[src/rtl/sha1_msg_padder_if.sv]
// Byte-granular message word stream into the SHA-1 padder.
// The source drives valid/data/last/bytes; the padder returns ready.
interface sha1_msg_padder_if;
    logic        in_valid;
    logic        in_ready;
    logic [31:0] in_data;
    logic        in_last;
    logic [2:0]  in_bytes;

    modport master (
        output in_valid,
        output in_data,
        output in_last,
        output in_bytes,
        input  in_ready
    );

    modport slave (
        input  in_valid,
        input  in_data,
        input  in_last,
        input  in_bytes,
        output in_ready
    );
endinterface

[src/rtl/sha1_msg_padder.sv]
// SHA-1 message padder: packs a big-endian word stream into 512-bit blocks,
// appends 0x80 / zero fill / 64-bit bit length and hands each block to the
// core, holding it stable until the core signals completion.
module sha1_msg_padder (
    input  logic              clk,
    input  logic              reset,
    sha1_msg_padder_if.slave  s_in,
    output logic [15:0][31:0] block_o,
    output logic              start_o,
    output logic              use_prev_cv_o,
    input  logic              done_i,
    output logic [15:0]       blk_cnt_o,
    output logic              msg_done_o
);

    typedef enum logic [2:0] {
        S_FILL,
        S_PAD,
        S_LEN,
        S_ISSUE,
        S_WAIT
    } state_t;

    state_t             r_state;
    state_t             w_next;

    logic [15:0][31:0]  r_block;
    logic [4:0]         r_wptr;
    logic [63:0]        r_bit_len;
    logic [15:0]        r_blk_cnt;
    logic               r_final;       // length field is in the current block
    logic               r_ended;       // last message word already consumed
    logic               r_pad_pending; // 0x80 marker still has to be written
    logic               r_use_prev;
    logic               r_rst_hold;    // keeps in_ready low for the first cycle after reset

    logic               w_in_ready;
    logic               w_accept;
    logic               w_pad_wr;
    logic               w_len_wr;
    logic               w_done_ok;
    logic [2:0]         w_nbytes;
    logic [31:0]        w_word;

    assign s_in.in_ready = w_in_ready;
    assign block_o       = r_block;
    assign use_prev_cv_o = r_use_prev;
    assign blk_cnt_o     = r_blk_cnt;

    // Effective byte count and padded form of the incoming word.
    always_comb begin
        w_nbytes = 3'd4;
        if (s_in.in_last) begin
            w_nbytes = (s_in.in_bytes > 3'd4) ? 3'd4 : s_in.in_bytes;
        end
        w_word = s_in.in_data;
        if (s_in.in_last) begin
            case (w_nbytes)
                3'd0:    w_word = 32'h8000_0000;
                3'd1:    w_word = {s_in.in_data[31:24], 8'h80, 16'h0000};
                3'd2:    w_word = {s_in.in_data[31:16], 8'h80, 8'h00};
                3'd3:    w_word = {s_in.in_data[31:8], 8'h80};
                default: w_word = s_in.in_data;
            endcase
        end
    end

    // Next-state and control strobes.
    always_comb begin
        w_next     = r_state;
        w_in_ready = 1'b0;
        w_accept   = 1'b0;
        w_pad_wr   = 1'b0;
        w_len_wr   = 1'b0;
        w_done_ok  = 1'b0;
        start_o    = 1'b0;
        msg_done_o = 1'b0;
        case (r_state)
            S_FILL: begin
                w_in_ready = ~r_rst_hold;
                w_accept   = s_in.in_valid & w_in_ready;
                if (w_accept) begin
                    if (s_in.in_last) begin
                        w_next = S_PAD;
                    end else if (r_wptr == 5'd15) begin
                        w_next = S_ISSUE;
                    end
                end
            end
            S_PAD: begin
                // Length fits only once the marker is placed and words 14/15 are free.
                if (r_wptr[4]) begin
                    w_next = S_ISSUE;
                end else if ((r_wptr == 5'd14) && !r_pad_pending) begin
                    w_next = S_LEN;
                end else begin
                    w_pad_wr = 1'b1;
                end
            end
            S_LEN: begin
                w_len_wr = 1'b1;
                w_next   = S_ISSUE;
            end
            S_ISSUE: begin
                start_o = 1'b1;
                w_next  = S_WAIT;
            end
            S_WAIT: begin
                if (done_i) begin
                    w_done_ok  = 1'b1;
                    msg_done_o = r_final;
                    if (r_final || !r_ended) begin
                        w_next = S_FILL;
                    end else begin
                        w_next = S_PAD;
                    end
                end
            end
            default: w_next = S_FILL;
        endcase
    end

    // State register.
    always_ff @(posedge clk or posedge reset) begin
        if (reset) begin
            r_state <= S_FILL;
        end else begin
            r_state <= w_next;
        end
    end

    // Block buffer, pointers, length accumulator and block bookkeeping.
    always_ff @(posedge clk or posedge reset) begin
        if (reset) begin
            r_block       <= '0;
            r_wptr        <= '0;
            r_bit_len     <= '0;
            r_blk_cnt     <= '0;
            r_final       <= 1'b0;
            r_ended       <= 1'b0;
            r_pad_pending <= 1'b0;
            r_use_prev    <= 1'b0;
            r_rst_hold    <= 1'b1;
        end else begin
            r_rst_hold <= 1'b0;
            if (w_accept) begin
                r_block[r_wptr[3:0]] <= w_word;
                r_wptr               <= r_wptr + 5'd1;
                r_bit_len            <= r_bit_len + {58'd0, w_nbytes, 3'b000};
                if (s_in.in_last) begin
                    r_ended       <= 1'b1;
                    r_pad_pending <= (w_nbytes == 3'd4);
                end
            end
            if (w_pad_wr) begin
                r_block[r_wptr[3:0]] <= r_pad_pending ? 32'h8000_0000 : 32'h0000_0000;
                r_pad_pending        <= 1'b0;
                r_wptr               <= r_wptr + 5'd1;
            end
            if (w_len_wr) begin
                r_block[14] <= r_bit_len[63:32];
                r_block[15] <= r_bit_len[31:0];
                r_final     <= 1'b1;
            end
            if (w_next == S_ISSUE) begin
                r_use_prev <= (r_blk_cnt != 16'd0);
            end
            if (r_state == S_ISSUE) begin
                r_blk_cnt <= r_blk_cnt + 16'd1;
            end
            if (w_done_ok) begin
                r_wptr <= '0;
                if (r_final) begin
                    r_blk_cnt     <= '0;
                    r_bit_len     <= '0;
                    r_final       <= 1'b0;
                    r_ended       <= 1'b0;
                    r_pad_pending <= 1'b0;
                end else begin
                    r_block <= '0;
                end
            end
        end
    end

endmodule

[src/flat_wrapper.sv]
// flat-port wrapper written by rule: the top's interface ports become plain ports
module sha1_msg_padder_flat 
  (clk, reset, block_o, start_o, use_prev_cv_o, done_i, blk_cnt_o, msg_done_o, s_in_in_valid, s_in_in_data, s_in_in_last, s_in_in_bytes, s_in_in_ready);
  sha1_msg_padder_if s_in_i ();
  input  logic clk;
  input  logic reset;
  output logic [15:0][31:0] block_o;
  output logic start_o;
  output logic use_prev_cv_o;
  input  logic done_i;
  output logic [15:0] blk_cnt_o;
  output logic msg_done_o;
  input wire logic [$bits(s_in_i.in_valid)-1:0] s_in_in_valid;
  input wire logic [$bits(s_in_i.in_data)-1:0] s_in_in_data;
  input wire logic [$bits(s_in_i.in_last)-1:0] s_in_in_last;
  input wire logic [$bits(s_in_i.in_bytes)-1:0] s_in_in_bytes;
  output wire logic [$bits(s_in_i.in_ready)-1:0] s_in_in_ready;
  assign s_in_i.in_valid = s_in_in_valid;
  assign s_in_i.in_data = s_in_in_data;
  assign s_in_i.in_last = s_in_in_last;
  assign s_in_i.in_bytes = s_in_in_bytes;
  assign s_in_in_ready = s_in_i.in_ready;
  sha1_msg_padder u_core (.clk(clk), .reset(reset), .s_in(s_in_i), .block_o(block_o), .start_o(start_o), .use_prev_cv_o(use_prev_cv_o), .done_i(done_i), .blk_cnt_o(blk_cnt_o), .msg_done_o(msg_done_o));
endmodule
[config.mk]
export PLATFORM = sky130hd
export DESIGN_NAME = sha1_msg_padder_flat
export DESIGN_NICKNAME = d
export VERILOG_FILES = /design/src/rtl/sha1_msg_padder_if.sv /design/src/rtl/sha1_msg_padder.sv /design/src/flat_wrapper.sv
export SDC_FILE = /design/constraint.sdc
export NUM_CORES = 2
export LEC_CHECK = 0
export CAP_MARGIN = 0
export CORE_MARGIN = 2
export CORE_UTILIZATION = 49
export DETAILED_ROUTE_END_ITERATION = 12
export MAX_ROUTING_LAYER = met4
export PLACE_DENSITY = 0.83
export REMOVE_ABC_BUFFERS = 1
export SLEW_MARGIN = 0
export SYNTH_ARGS = -nofsm -noshare
export SYNTH_HDL_FRONTEND = slang
export SYNTH_SLANG_ARGS = --single-unit
[constraint.sdc]
create_clock -name clk -period 45.6 [get_ports clk]
set_input_delay 9.12 -clock clk [delete_from_list [all_inputs] [get_ports clk]]
set_output_delay 9.12 -clock clk [all_outputs]
set_load 0.005 [all_outputs]
==> metrics.txt <==
# TYPE chip_impl_metric gauge
chip_impl_metric{name="total_of_warnings_raised_by_yosys",unit=""} 0
chip_impl_metric{name="synthSimpleGateAreaFrac",unit="%"} 21.24
chip_impl_info{name="min-delay-path-class",value="flip-flop to flip-flop"} 1
chip_impl_metric{name="hold_depth",unit=""} 2
chip_impl_metric{name="worstPathRequired",unit="ns"} 36.48
chip_impl_metric{name="fraction_of_synthesized_cell_area_taken_by_the_top_area_cell_type",unit="%"} 58.40
chip_impl_metric{name="slew_headroom",unit="%"} 19.45
chip_impl_metric{name="seq_area",unit="mm^2"} 0.01507
chip_impl_info{name="root_buffer",value="sky130_fd_sc_hd__clkbuf_16"} 1
chip_impl_metric{name="worst_clock_skew",unit="ns"} 0.04145
chip_impl_metric{name="mappedNetlistArea",unit="mm^2"} 0.02575
chip_impl_metric{name="grt_pass1_vias",unit=""} 22340
chip_impl_metric{name="grt_pass1_wl",unit="um"} 139800
chip_impl_metric{name="post_synth.cell_area_avg",unit="um^2"} 8.954
chip_impl_info{name="primary_flip_flop_cell_chosen_by_synthesis_mapping",value="sky130_fd_sc_hd__dfrtp_1"} 1
chip_impl_metric{name="ys_ff_latch",unit=""} 602
chip_impl_metric{name="multiInputGateArea",unit="mm^2"} 0.009867
chip_impl_info{name="crit-reg2reg-launch",value="u_core.r_state[0]"} 1
chip_impl_info{name="cp_common_cell",value="sky130_fd_sc_hd__clkdlybuf4s50_1"} 1
chip_impl_metric{name="yosys-mux-area-fraction",unit="%"} 0.4324
chip_impl_metric{name="power.density",unit="mW/mm^2"} 55.80
chip_impl_metric{name="post_synth_num_cell_types",unit=""} 66
chip_impl_metric{name="num_vias",unit=""} 23870
chip_impl_metric{name="number_of_fillers_in_the_final_layout",unit=""} 4055
chip_impl_info{name="hold_start",value="u_core.block_o[346]"} 1
chip_impl_metric{name="floorplan.core_area",unit="mm^2"} 0.05224
chip_impl_info{name="rr_endpoint",value="u_core.r_bit_len[53]"} 1
chip_impl_metric{name="dieWidth",unit="um"} 233.3
chip_impl_metric{name="synth-compound-area-share",unit="%"} 13.84
chip_impl_metric{name="initial_util",unit="%"} 49.30
chip_impl_metric{name="clk_pin_slew_worst_paths",unit="ns"} 0.06
chip_impl_info{name="critPathCaptureType",value="primary output"} 1
chip_impl_metric{name="die_h",unit="um"} 233.3
chip_impl_metric{name="finalSetupViolCount",unit=""} 0
chip_impl_metric{name="ys_seq_area_share",unit="%"} 58.50
chip_impl_metric{name="gp_congestion",unit=""} 0.9290
chip_impl_metric{name="synth_fa_ha_area_share",unit="%"} 0.5636
chip_impl_metric{name="totalPowerFinal",unit="mW"} 1.908
chip_impl_metric{name="post_synth_xor_area_fraction",unit="%"} 1.496
chip_impl_metric{name="timing.final.hold_violations",unit=""} 0
chip_impl_metric{name="cp.arrival",unit="ns"} 10.90
chip_impl_metric{name="cts_buffer_depth",unit=""} 3
chip_impl_metric{name="numCtsBuffers",unit=""} 61
chip_impl_metric{name="timing.final.crit_share",unit="%"} 43.89
chip_impl_metric{name="grtUsageTotal",unit="%"} 35.59
chip_impl_metric{name="post_cts_resize_count",unit=""} 0
chip_impl_info{name="run_status",value="finished, final reports clean"} 1
chip_impl_metric{name="ioPinCount",unit=""} 572
chip_impl_metric{name="antenna_found_initial",unit=""} 6
chip_impl_metric{name="critical_path_peak_fanout",unit=""} 9
chip_impl_metric{name="drtAntennaViolNets",unit=""} 0
chip_impl_metric{name="postSynth.asyncResetShare",unit="%"} 100.0
chip_impl_metric{name="cts_num_sinks",unit=""} 602
chip_impl_metric{name="slew_viol_final",unit=""} 0
chip_impl_metric{name="achievable_frequency",unit="MHz"} 49.96
chip_impl_metric{name="viasPerCell",unit=""} 5.841
chip_impl_metric{name="register_to_register_setup_slack",unit="ns"} 42.37
chip_impl_metric{name="post_route_wl",unit="um"} 95880
chip_impl_metric{name="hpwl",unit="um"} 59350
chip_impl_metric{name="core.rowCount",unit=""} 84
chip_impl_info{name="startpoint_type",value="primary input"} 1
chip_impl_metric{name="avgRoutedWirePerCell",unit="um"} 23.46
chip_impl_metric{name="place_area",unit="mm^2"} 0.03212
chip_impl_info{name="synth_top_family_by_area",value="simple AND/OR/NAND/NOR gates"} 1
chip_impl_metric{name="finalSetupTns",unit="ns"} 0
chip_impl_info{name="tritoncts_clock_tree",value="built"} 1
chip_impl_metric{name="leakagePower",unit="nW"} 16.11
chip_impl_metric{name="finalNetCount",unit=""} 3402
chip_impl_metric{name="ctsHoldBuffers",unit=""} 0
chip_impl_info{name="cp_top_family",value="buffers and inverters"} 1
chip_impl_metric{name="grt_overflow_total",unit=""} 0
chip_impl_metric{name="peakVddDrop",unit="mV"} 0.03869
chip_impl_metric{name="cpPeakStageDelay",unit="ns"} 0.50
chip_impl_metric{name="cts_setup_buffers",unit=""} 0
chip_impl_metric{name="drive_above_1_share",unit="%"} 6.152
chip_impl_metric{name="post_synth_inst_count",unit=""} 2876
chip_impl_metric{name="final_cell_area",unit="mm^2"} 0.03418
chip_impl_metric{name="first_pass_iters",unit=""} 5
chip_impl_metric{name="worst-slew-pin-transition",unit="ns"} 1.208
chip_impl_info{name="grt_setup_unrepaired",value="no"} 1
chip_impl_metric{name="r2r.worst_path.cells",unit=""} 5
chip_impl_metric{name="setup_slack",unit="ns"} 25.58
chip_impl_metric{name="area_added_between_synthesis_and_finish",unit="%"} 32.74
chip_impl_metric{name="grt_start_max_net_pins",unit=""} 166
chip_impl_metric{name="cts_max_level",unit=""} 2
chip_impl_metric{name="synth_edf_count",unit=""} 0
chip_impl_info{name="worst_hold_endpoint",value="u_core.block_o[346]"} 1
chip_impl_metric{name="worst_skew_pair.late_latency",unit="ns"} 0.65
chip_impl_metric{name="die_area",unit="mm^2"} 0.05441
chip_impl_metric{name="cap_violations",unit=""} 0
chip_impl_info{name="timing.critical_path.cells",value="clkdlybuf4s50_1 -> and4bb_1 -> nand2_1 -> inv_2 -> clkdlybuf4s50_1"} 1
chip_impl_metric{name="finalWorstPathRequiredPeriod",unit="ns"} 20.02
chip_impl_metric{name="dp_slack",unit="ns"} 25.63
chip_impl_metric{name="first_iter_violations",unit=""} 2981
chip_impl_info{name="criticalPathCategory",value="primary input to primary output"} 1
chip_impl_metric{name="port_buffers",unit=""} 571
chip_impl_metric{name="detail_route.drc_violations",unit=""} 0
chip_impl_info{name="yosys-top-cells-area",value="sky130_fd_sc_hd__dfrtp_1 58%, sky130_fd_sc_hd__nor2_1 15%, sky130_fd_sc_hd__a21oi_1 9.9%, sky130_fd_sc_hd__clkbuf_1 2.8%, sky130_fd_sc_hd__o21ai_0 1.4%"} 1
chip_impl_info{name="crit_path_top_delay_cell",value="sky130_fd_sc_hd__clkdlybuf4s50_1"} 1
chip_impl_info{name="yosys.area.top_type",value="sky130_fd_sc_hd__dfrtp_1"} 1
chip_impl_metric{name="worst_path_bufs_invs",unit=""} 3
state kept, by name, summed over array words and instances (netlist names):
name and count:
u_core.block_o 512, u_core.r_bit_len 61, u_core.blk_cnt_o 16, u_core.r_wptr 5, u_core.r_state 3, u_core.r_ended 1, u_core.r_final 1, u_core.r_pad_pending 1
u_core.r_rst_hold 1, u_core.use_prev_cv_o 1
cell usage after synthesis (10+ instances only):
library cell and number:
sky130_fd_sc_hd__a221o_1 28, sky130_fd_sc_hd__xnor2_1 14, sky130_fd_sc_hd__xor2_1 30, sky130_fd_sc_hd__nand4_1 41, sky130_fd_sc_hd__ha_1 10, sky130_fd_sc_hd__dfrtp_1 601, sky130_fd_sc_hd__clkbuf_1 191, sky130_fd_sc_hd__o211ai_1 11
sky130_fd_sc_hd__buf_2 27, sky130_fd_sc_hd__nand3_1 37, sky130_fd_sc_hd__a21oi_1 509, sky130_fd_sc_hd__nor2_1 995, sky130_fd_sc_hd__mux2i_1 10, sky130_fd_sc_hd__o21ai_0 74, sky130_fd_sc_hd__o21ai_1 18, sky130_fd_sc_hd__and3_1 15
sky130_fd_sc_hd__nor3_1 43, sky130_fd_sc_hd__or3_1 22, sky130_fd_sc_hd__nand2_1 75, sky130_fd_sc_hd__inv_1 20
worst max path at each step:
stage / depth (start not counted) / slack (ns) / from / to
after floorplan: 1 / 19.63 / reset / u_core.blk_cnt_o[0]
after CTS: 5 / 25.62 / done_i / msg_done_o
final: 5 / 25.58 / done_i / msg_done_o
after detailed placement: 5 / 25.63 / done_i / msg_done_o
after global routing: 5 / 25.53 / done_i / msg_done_o
after global placement: 5 / 25.64 / done_i / msg_done_o
worst min-delay path, stage by stage (launching register included):
cell and delay [ns]:
sky130_fd_sc_hd__dfrtp_1 0.34, sky130_fd_sc_hd__a21oi_1 0.06, sky130_fd_sc_hd__nor2_1 0.07
cells in the final DEF, fill, tap and decap left out, types with 3 or more instances in the layout:
cell	netlist	layout
sky130_fd_sc_hd__nor2b_1	7	6
sky130_fd_sc_hd__nor4_2	3	3
sky130_fd_sc_hd__clkbuf_1	191	13
sky130_fd_sc_hd__clkbuf_8	0	21
sky130_fd_sc_hd__buf_4	1	67
sky130_fd_sc_hd__nand4_1	41	41
sky130_fd_sc_hd__nand4b_1	4	4
sky130_fd_sc_hd__mux2i_1	10	8
sky130_fd_sc_hd__or4_1	6	6
sky130_fd_sc_hd__a211oi_1	4	4
sky130_fd_sc_hd__and4_1	7	7
sky130_fd_sc_hd__xor2_1	30	30
sky130_fd_sc_hd__clkdlybuf4s50_1	0	571
sky130_fd_sc_hd__nand3_1	37	35
sky130_fd_sc_hd__dfrtp_1	601	601
sky130_fd_sc_hd__nor2_1	995	995
sky130_fd_sc_hd__o21ai_2	0	13
sky130_fd_sc_hd__nor3_1	43	43
sky130_fd_sc_hd__and2_1	7	7
sky130_fd_sc_hd__o21bai_1	3	3
sky130_fd_sc_hd__clkinv_2	0	6
sky130_fd_sc_hd__bufinv_16	0	3
sky130_fd_sc_hd__inv_1	20	19
sky130_fd_sc_hd__or3_1	22	22
sky130_fd_sc_hd__xnor2_1	14	14
sky130_fd_sc_hd__o31ai_1	6	6
sky130_fd_sc_hd__o21ai_0	74	71
sky130_fd_sc_hd__o21ai_4	0	8
sky130_fd_sc_hd__nor4_1	7	7
sky130_fd_sc_hd__a21oi_1	509	509
sky130_fd_sc_hd__nand3b_1	3	3
sky130_fd_sc_hd__nand2_1	75	75
sky130_fd_sc_hd__and3_1	15	15
sky130_fd_sc_hd__ha_1	10	10
sky130_fd_sc_hd__o211ai_1	11	11
sky130_fd_sc_hd__clkbuf_16	0	62
sky130_fd_sc_hd__a221o_1	28	28
layout make-up:
cell class              count  share of cell area [%]
flip-flops and latches    602                   44.07
multi-input cells        2026                   28.86
repair buffers            639                   18.25
clock buffers              96                   5.527
well taps                 688                   2.518
clock inverters            13                  0.5014
inverters                  21                  0.2526
diodes                      2                 0.01464
power by group:
part	switching, mW	total (mW)	leakage (nW)	internal [mW]
clock	0.216	0.515	1.01	0.300
combinational	0.295	0.618	6.94	0.323
sequential	0.0986	0.774	8.16	0.676
metal layers:
layer	GRT usage, %	up-vias	share of wire, %
met1	45.03	11560	37
met4	17.81	0	6.0
li1	-	10520	-
met2	51.98	1466	45
met5	-	-	0
met3	10.84	328	13
logic make-up after synthesis:
| logic type | Yosys count |
|---|---|
| other | 1 |
| AND/OR/NAND/NOR | 1295 |
| flip-flops | 602 |
| adder cells (fa/ha/maj) | 11 |
| XOR/XNOR | 44 |
| multiplexers | 11 |
| AO/OA/AOI/OAI | 664 |
| buffers and inverters | 248 |
stage by stage:
step                hold slack (ns)  utilization, %  instances
finish                       0.5095           65.44       4087
CTS                          0.5149           65.43       4085
global route                 0.5337           65.44       4086
detailed placement           0.4954           61.49       3976
floorplan                    0.4588               -       2649
global placement             0.4837           61.49       3976
Power figures use the tool's default switching activity.
